**config.mk**
```make
export PLATFORM = sky130hd
export DESIGN_NAME = fpdiv_share_ctrl_flat
export DESIGN_NICKNAME = d
export VERILOG_FILES = /design/src/rtl/fpdiv_share_ctrl_if.sv /design/src/rtl/fpdiv_share_ctrl.sv /design/src/flat_wrapper.sv
export SDC_FILE = /design/constraint.sdc
export NUM_CORES = 2
export LEC_CHECK = 0
export ABC_AREA = 1
export CELL_PAD_IN_SITES_DETAIL_PLACEMENT = 0
export CELL_PAD_IN_SITES_GLOBAL_PLACEMENT = 1
export CORE_AREA = 3 3 710 712
export CTS_CLUSTER_SIZE = 16
export DETAILED_ROUTE_END_ITERATION = 16
export DIE_AREA = 0 0 713 715
export GPL_TIMING_DRIVEN = 1
export MAX_ROUTING_LAYER = met4
export PLACE_DENSITY_LB_ADDON = 0.08
export SYNTH_ARGS = -nofsm -noshare
export SYNTH_HDL_FRONTEND = slang
export SYNTH_SLANG_ARGS = --single-unit
```
**constraint.sdc**
```tcl
create_clock -name clk -period 53.2 [get_ports clk]
set_input_delay 5.32 -clock clk [delete_from_list [all_inputs] [get_ports clk]]
set_output_delay 5.32 -clock clk [all_outputs]
set_load 0.005 [all_outputs]
```
**src/rtl/fpdiv_share_ctrl_if.sv**
```systemverilog
`default_nettype none
// ============================================================================
//  Module   : fpdiv_share_ctrl_if
//  Purpose  : Requester-side and divider-side signal bundle for the shared
//             FP divider sequencer. The slave modport is the sequencer.
//             The master modport is its environment: the front ends and the
//             divider primitive.
//  Revision : 1.0 - initial release
// ============================================================================
interface fpdiv_share_ctrl_if #(
   parameter int NREQ  = 4,
   parameter int FPWID = 112
);
   // requester side
   logic [NREQ-1:0]       req;
   logic [NREQ*FPWID-1:0] a_i;
   logic [NREQ*FPWID-1:0] b_i;
   logic [NREQ-1:0]       ack_o;
   logic [NREQ-1:0]       done_o;
   logic [2*FPWID-1:0]    q_o;
   logic [FPWID-1:0]      r_o;
   logic [7:0]            lzcnt_o;
   logic                  dbz_o;
   logic                  busy_o;
   // divider side
   logic                  div_ld;
   logic [FPWID-1:0]      div_a;
   logic [FPWID-1:0]      div_b;
   logic [2*FPWID-1:0]    div_q;
   logic [FPWID-1:0]      div_r;
   logic [7:0]            div_lzcnt;
   logic                  div_done;

   modport slave (
      input  req, a_i, b_i, div_q, div_r, div_lzcnt, div_done,
      output ack_o, done_o, q_o, r_o, lzcnt_o, dbz_o, busy_o,
             div_ld, div_a, div_b
   );

   modport master (
      output req, a_i, b_i, div_q, div_r, div_lzcnt, div_done,
      input  ack_o, done_o, q_o, r_o, lzcnt_o, dbz_o, busy_o,
             div_ld, div_a, div_b
   );
endinterface
`default_nettype wire

```
**src/rtl/fpdiv_share_ctrl.sv**
```systemverilog
`default_nettype none
// ============================================================================
//  Module   : fpdiv_share_ctrl
//  Purpose  : Round-robin sequencer that shares one radix-16 divider among
//             NREQ requesters. It latches the winner's operands and pulses
//             the divider load. It returns the tagged result on the divider's
//             done pulse. A zero divisor is answered locally in one cycle.
//  Revision : 1.0 - initial release
// ============================================================================
module fpdiv_share_ctrl #(
   parameter int NREQ  = 4,
   parameter int FPWID = 112,
   parameter int DRAIN = FPWID/2 + 4
) (
   input  logic              clk,
   input  logic              rst,
   fpdiv_share_ctrl_if.slave bus
);
   localparam int TW = (NREQ > 1) ? $clog2(NREQ) : 1;
   localparam int CW = $clog2(DRAIN + 1);

   typedef enum logic [1:0] {
      S_DRAIN = 2'd0,
      S_IDLE  = 2'd1,
      S_BUSY  = 2'd2,
      S_ZRESP = 2'd3
   } state_t;

   state_t           state;
   logic [CW-1:0]    cnt;
   logic [TW-1:0]    ptr;
   logic [TW-1:0]    tag;

   logic             found;
   logic [TW-1:0]    pick;
   logic [FPWID-1:0] pick_a;
   logic [FPWID-1:0] pick_b;

   // Round-robin search: first requesting index after the last winner.
   always_comb begin
      int            k;
      logic [TW-1:0] kk;
      found = 1'b0;
      pick  = ptr;
      k     = 0;
      kk    = '0;
      for (int i = 1; i <= NREQ; i++) begin
         k = int'(ptr) + i;
         if (k >= NREQ) k = k - NREQ;
         kk = TW'(k);
         if (!found && bus.req[kk]) begin
            found = 1'b1;
            pick  = kk;
         end
      end
   end

   // Operand mux for the selected requester.
   always_comb begin
      pick_a = '0;
      pick_b = '0;
      for (int k = 0; k < NREQ; k++) begin
         if (pick == TW'(k)) begin
            pick_a = bus.a_i[k*FPWID +: FPWID];
            pick_b = bus.b_i[k*FPWID +: FPWID];
         end
      end
   end

   // Sequencer: drain after reset, arbitrate, track the divider, return results.
   always_ff @(posedge clk or posedge rst) begin
      if (rst) begin
         state       <= S_DRAIN;
         cnt         <= CW'(DRAIN);
         ptr         <= TW'(NREQ - 1);
         tag         <= '0;
         bus.ack_o   <= '0;
         bus.done_o  <= '0;
         bus.q_o     <= '0;
         bus.r_o     <= '0;
         bus.lzcnt_o <= '0;
         bus.dbz_o   <= 1'b0;
         bus.busy_o  <= 1'b0;
         bus.div_ld  <= 1'b0;
         bus.div_a   <= '0;
         bus.div_b   <= '0;
      end else begin
         bus.ack_o  <= '0;
         bus.done_o <= '0;
         bus.div_ld <= 1'b0;
         case (state)
            // The divider cannot be reset, so any op it still holds must
            // finish unseen before a new load is allowed.
            S_DRAIN: begin
               if (cnt <= CW'(1)) begin
                  cnt        <= '0;
                  state      <= S_IDLE;
                  bus.busy_o <= 1'b0;
               end else begin
                  cnt        <= cnt - CW'(1);
                  bus.busy_o <= 1'b1;
               end
            end
            S_IDLE: begin
               if (found) begin
                  bus.ack_o  <= NREQ'(1) << pick;
                  tag        <= pick;
                  ptr        <= pick;
                  bus.div_a  <= pick_a;
                  bus.div_b  <= pick_b;
                  bus.busy_o <= 1'b1;
                  if (pick_b == '0) begin
                     state <= S_ZRESP;
                  end else begin
                     bus.div_ld <= 1'b1;
                     state      <= S_BUSY;
                  end
               end
            end
            S_BUSY: begin
               if (bus.div_done) begin
                  bus.q_o     <= bus.div_q;
                  bus.r_o     <= bus.div_r;
                  bus.lzcnt_o <= bus.div_lzcnt;
                  bus.dbz_o   <= 1'b0;
                  bus.done_o  <= NREQ'(1) << tag;
                  bus.busy_o  <= 1'b0;
                  state       <= S_IDLE;
               end
            end
            S_ZRESP: begin
               bus.q_o     <= '1;
               bus.r_o     <= '0;
               bus.lzcnt_o <= '0;
               bus.dbz_o   <= 1'b1;
               bus.done_o  <= NREQ'(1) << tag;
               bus.busy_o  <= 1'b0;
               state       <= S_IDLE;
            end
            default: begin
               state <= S_DRAIN;
               cnt   <= CW'(DRAIN);
            end
         endcase
      end
   end
endmodule
`default_nettype wire

```
**src/flat_wrapper.sv**
```systemverilog
// flat-port wrapper written by rule: the top's interface ports become plain ports
module fpdiv_share_ctrl_flat 
#(
   parameter int NREQ  = 4,
   parameter int FPWID = 112,
   parameter int DRAIN = FPWID/2 + 4
)
  (clk, rst, bus_req, bus_a_i, bus_b_i, bus_div_q, bus_div_r, bus_div_lzcnt, bus_div_done, bus_ack_o, bus_done_o, bus_q_o, bus_r_o, bus_lzcnt_o, bus_dbz_o, bus_busy_o, bus_div_ld, bus_div_a, bus_div_b);
  fpdiv_share_ctrl_if #(.NREQ(NREQ), .FPWID(FPWID)) bus_i ();
  input  logic clk;
  input  logic rst;
  input wire logic [$bits(bus_i.req)-1:0] bus_req;
  input wire logic [$bits(bus_i.a_i)-1:0] bus_a_i;
  input wire logic [$bits(bus_i.b_i)-1:0] bus_b_i;
  input wire logic [$bits(bus_i.div_q)-1:0] bus_div_q;
  input wire logic [$bits(bus_i.div_r)-1:0] bus_div_r;
  input wire logic [$bits(bus_i.div_lzcnt)-1:0] bus_div_lzcnt;
  input wire logic [$bits(bus_i.div_done)-1:0] bus_div_done;
  output wire logic [$bits(bus_i.ack_o)-1:0] bus_ack_o;
  output wire logic [$bits(bus_i.done_o)-1:0] bus_done_o;
  output wire logic [$bits(bus_i.q_o)-1:0] bus_q_o;
  output wire logic [$bits(bus_i.r_o)-1:0] bus_r_o;
  output wire logic [$bits(bus_i.lzcnt_o)-1:0] bus_lzcnt_o;
  output wire logic [$bits(bus_i.dbz_o)-1:0] bus_dbz_o;
  output wire logic [$bits(bus_i.busy_o)-1:0] bus_busy_o;
  output wire logic [$bits(bus_i.div_ld)-1:0] bus_div_ld;
  output wire logic [$bits(bus_i.div_a)-1:0] bus_div_a;
  output wire logic [$bits(bus_i.div_b)-1:0] bus_div_b;
  assign bus_i.req = bus_req;
  assign bus_i.a_i = bus_a_i;
  assign bus_i.b_i = bus_b_i;
  assign bus_i.div_q = bus_div_q;
  assign bus_i.div_r = bus_div_r;
  assign bus_i.div_lzcnt = bus_div_lzcnt;
  assign bus_i.div_done = bus_div_done;
  assign bus_ack_o = bus_i.ack_o;
  assign bus_done_o = bus_i.done_o;
  assign bus_q_o = bus_i.q_o;
  assign bus_r_o = bus_i.r_o;
  assign bus_lzcnt_o = bus_i.lzcnt_o;
  assign bus_dbz_o = bus_i.dbz_o;
  assign bus_busy_o = bus_i.busy_o;
  assign bus_div_ld = bus_i.div_ld;
  assign bus_div_a = bus_i.div_a;
  assign bus_div_b = bus_i.div_b;
  fpdiv_share_ctrl #(.NREQ(NREQ), .FPWID(FPWID), .DRAIN(DRAIN)) u_core (.clk(clk), .rst(rst), .bus(bus_i));
endmodule
```
==> results.cfg <==
[outcome]
status = completed

[critical_path]
critical_path_arrival_ns = 11.28
worstSetupStartpointType = input port
critPathMaxFanout = 57
required_ns = 54.07
path_common_cell = buf_4
endpoint_kind = asynchronous set/reset pin
reg2reg_slack_ns = 47.15
worst_r2r_endpoint = u_core.state[0]$_DFFE_PP0P_
cp_cell_sequence = clkdlybuf4s50_1 > inv_8 > buf_4 > buf_4 > buf_4 > buf_4 > buf_4 > buf_4 > buf_4
r2r_start = u_core.ptr[0]$_DFFE_PP1P_
slowest_delay_ns = 0.78
critPathKind = input port to asynchronous set/reset pin
slowest_stage = buf_4
reg2regPathDepth = 23

[yosys]
yosys_warnings = 0
async_flop_share = 1.00
avgSynthCellArea_sq_um = 8.00
synth_cells = 3616
ys_ff_latch = 591
syn-num-nets = 4865
syn_area_sq_mm = 0.0289
ys.flop_type = dfrtp_1
ys_seq_area_frac = 0.512
synth_cell_types = 39
synth_edf_count = 0

[min_path]
hold_start = u_core.bus.q_o[13]$_DFFE_PP0P_
min_delay_worst_endpoint = u_core.bus.q_o[13]$_DFFE_PP0P_
hold_path.class = flip-flop to flip-flop
min_path_cells = 2

[power_and_ir_drop]
sw_frac_of_total = 0.545
p_int_mw = 1.99
p_per_area_mw_per_mm2 = 74.7
power.leakage_nw = 22.7
seqPwrFrac = 0.200
clkPwrFrac = 0.165
p_switching_mw = 2.38
p_comb_frac = 0.635
ir_drop_v = 0.0000761

[grt]
grt_busiest_layer = met2
grtUsageMet1 = 0.152
grt_pass1_wl_microns = 451000
grt_antenna_before_repair = 302
grt_pass1_vias = 37200
grt_max_degree = 179
grt_usage = 0.140
grtUsageMet2 = 0.248
use_met3 = 0.0510
grt_overflow = 0

[timing]
drv_slew = 0
relSlewSlack = 0.183
holdWs_ns = 0.466
worstMarginPinSlew_ns = 1.23
fin_crit_sh = 0.196
fin_tns_setup_ns = 0
setup_violations = 0
fin_worst_skew_ns = 0.119
rsz0062_at_grt = no
fmax_ghz = 0.0960
setup_slack_ns = 42.79
hold_violations = 0
fin_crit_ns = 10.41

[placed_design]
post-place-cells = 11800
dp.final_hpwl_microns = 296000
numPortBuffers = 1825
finalWeightedCongestion = 0.797
dp_slack_ns = 41.47

[routing]
final_antenna_net_count = 0
drcViolationCount = 0
vias_per_cell = 2.91
drtPass1Iterations = 5
dr.first_iter.drc_count = 2083
wirelength_microns = 361000
route.detailed.wl_per_inst_microns = 29.7
via_count = 35400

[floorplan]
ioPinCount = 1826
die_height_microns = 715
coreArea_sq_mm = 0.498
start_util = 0.0581
rows = 259
die_x_microns = 713
fp.dieArea_sq_mm = 0.510

[clock_tree]
hold_buffers = 0
cts_buffers = 107
clk_latency_ns = 0.87
cts_tree = yes
clockRootBuffer = clkbuf_16
cts_resized = 0
clock-sinks = 591
clk_path_buf_depth = 4
cts_setup_buffers = 0
cts-htree-levels = 3
cts.clk_slew.worst_paths_ns = 0.05

[cells_and_area]
drive_above_1_share = 0.0511
areaGrowthSynthToFinish_pct = 102
instances_no_fill = 12200
fin_util = 0.118
fin_nets = 6552

[flow_run]
drv_cap = 0
## critical path, delay by kind of cell
kind | cells | cell delay [ns]
buffers and inverters | 9 | 5.54
## cells by family after synthesis
kind of cell,after synthesis,share of synthesized area
adders and majority gates,2,0.000865
AOI/OAI and AO/OA,781,0.160
buffers and inverters,420,0.0617
xor gates and xnor gates,2,0.000606
DFF,591,0.512
and+or+nand+nor,1820,0.265
## cell usage in the layout, fill, tap and decap left out, types with 5 or more instances in the layout
| cell type | count |
|---|---|
| a21oi_1 | 6 |
| a221o_1 | 5 |
| a221oi_1 | 107 |
| a22oi_1 | 111 |
| buf_12 | 6 |
| buf_4 | 42 |
| bufinv_16 | 5 |
| clkbuf_1 | 28 |
| clkbuf_16 | 107 |
| clkbuf_8 | 23 |
| clkdlybuf4s50_1 | 1825 |
| clkinv_2 | 18 |
| dfrtp_1 | 585 |
| dfstp_2 | 6 |
| diode_2 | 136 |
| inv_1 | 113 |
| inv_2 | 5 |
| nand2_1 | 1100 |
| nand2_2 | 7 |
| nand2_4 | 5 |
| nand3_1 | 406 |
| nand3_2 | 22 |
| nand4_1 | 16 |
| nor2_1 | 242 |
| nor2_4 | 5 |
| nor3_1 | 7 |
| o211ai_1 | 5 |
| o21ai_0 | 476 |
| o21ai_1 | 65 |
## worst max-delay path by stage
stage / end / startpoint / cells after the start
finish: u_core.bus.q_o[107]$_DFFE_PP0P_ / rst / 9
global route: u_core.bus.q_o[107]$_DFFE_PP0P_ / rst / 9
CTS: u_core.bus.q_o[107]$_DFFE_PP0P_ / rst / 9
detailed placement: u_core.bus.q_o[109]$_DFFE_PP0P_ / rst / 9
global placement: u_core.bus.q_o[107]$_DFFE_PP0P_ / rst / 9
floorplan: u_core.bus.ack_o[0]$_DFF_PP0_ / rst / 1
## through the flow
step	instance area (sq um)	power, mW
floorplan	28900	2.03
global placement	54700	3.83
detailed placement	54700	3.81
CTS	58200	4.59
global route	58500	4.75
finish	58500	4.37
## synth_stat cells (3+ instances only)
master / n / share of area
nand3_2: 22 / 0.0076
buf_4: 6 / 0.0016
a21oi_1: 7 / 0.0012
nand2_1: 1101 / 0.14
clkbuf_1: 215 / 0.028
o21ai_0: 476 / 0.082
inv_2: 7 / 0.00091
dfrtp_1: 585 / 0.51
buf_6: 16 / 0.0062
nor2_1: 243 / 0.032
nor3_1: 7 / 0.0012
nand2_4: 4 / 0.0016
o21ai_1: 65 / 0.011
buf_2: 50 / 0.0087
a221o_1: 5 / 0.0017
nor2_2: 5 / 0.0011
a221oi_1: 107 / 0.032
nand2_2: 8 / 0.0017
o211ai_1: 5 / 0.0013
nand3_1: 406 / 0.070
buf_1: 7 / 0.00091
dfstp_2: 6 / 0.0055
nor2_4: 3 / 0.0012
a22oi_1: 111 / 0.029
nand4_1: 16 / 0.0035
inv_1: 116 / 0.015
## flip-flops by register name, summed over array words and instances (netlist names)
register and count:
u_core.bus.ack_o 4, u_core.bus.busy_o 1, u_core.bus.dbz_o 1, u_core.bus.div_a 112
u_core.bus.div_b 112, u_core.bus.div_ld 1, u_core.bus.done_o 4, u_core.bus.lzcnt_o 8
u_core.bus.q_o 224, u_core.bus.r_o 112, u_core.cnt 6, u_core.ptr 2
u_core.state 2, u_core.tag 2
## routing by layer
layer	wire [microns]	share of wire
met4	6960	0.019
met1	139000	0.39
met5	0	0
met2	183000	0.51
met3	32400	0.090
## power groups by stage
| stage | Sequential, mW | Clock, mW | Combinational [mW] |
|---|---|---|---|
| 5_1_grt | 0.903 | 0.778 | 3.06 |
| 3_3_place_gp | 0.887 | 0 | 2.94 |
| 3_5_place_dp | 0.884 | 0 | 2.93 |
| 4_1_cts | 0.881 | 0.771 | 2.94 |
| 6_report | 0.873 | 0.720 | 2.78 |
| 2_1_floorplan | 0.816 | 0 | 1.21 |
## final cells by class
class	instances	area, sq um
fill	57500	439000
timing repair buffer	1873	18700
sequential	591	14800
multi-input combinational	2605	12400
tap	6655	8330
clock buffer	158	3100
inverter	125	509
clock inverter	31	359
antenna	136	340
(Power assumes the default switching activity.)
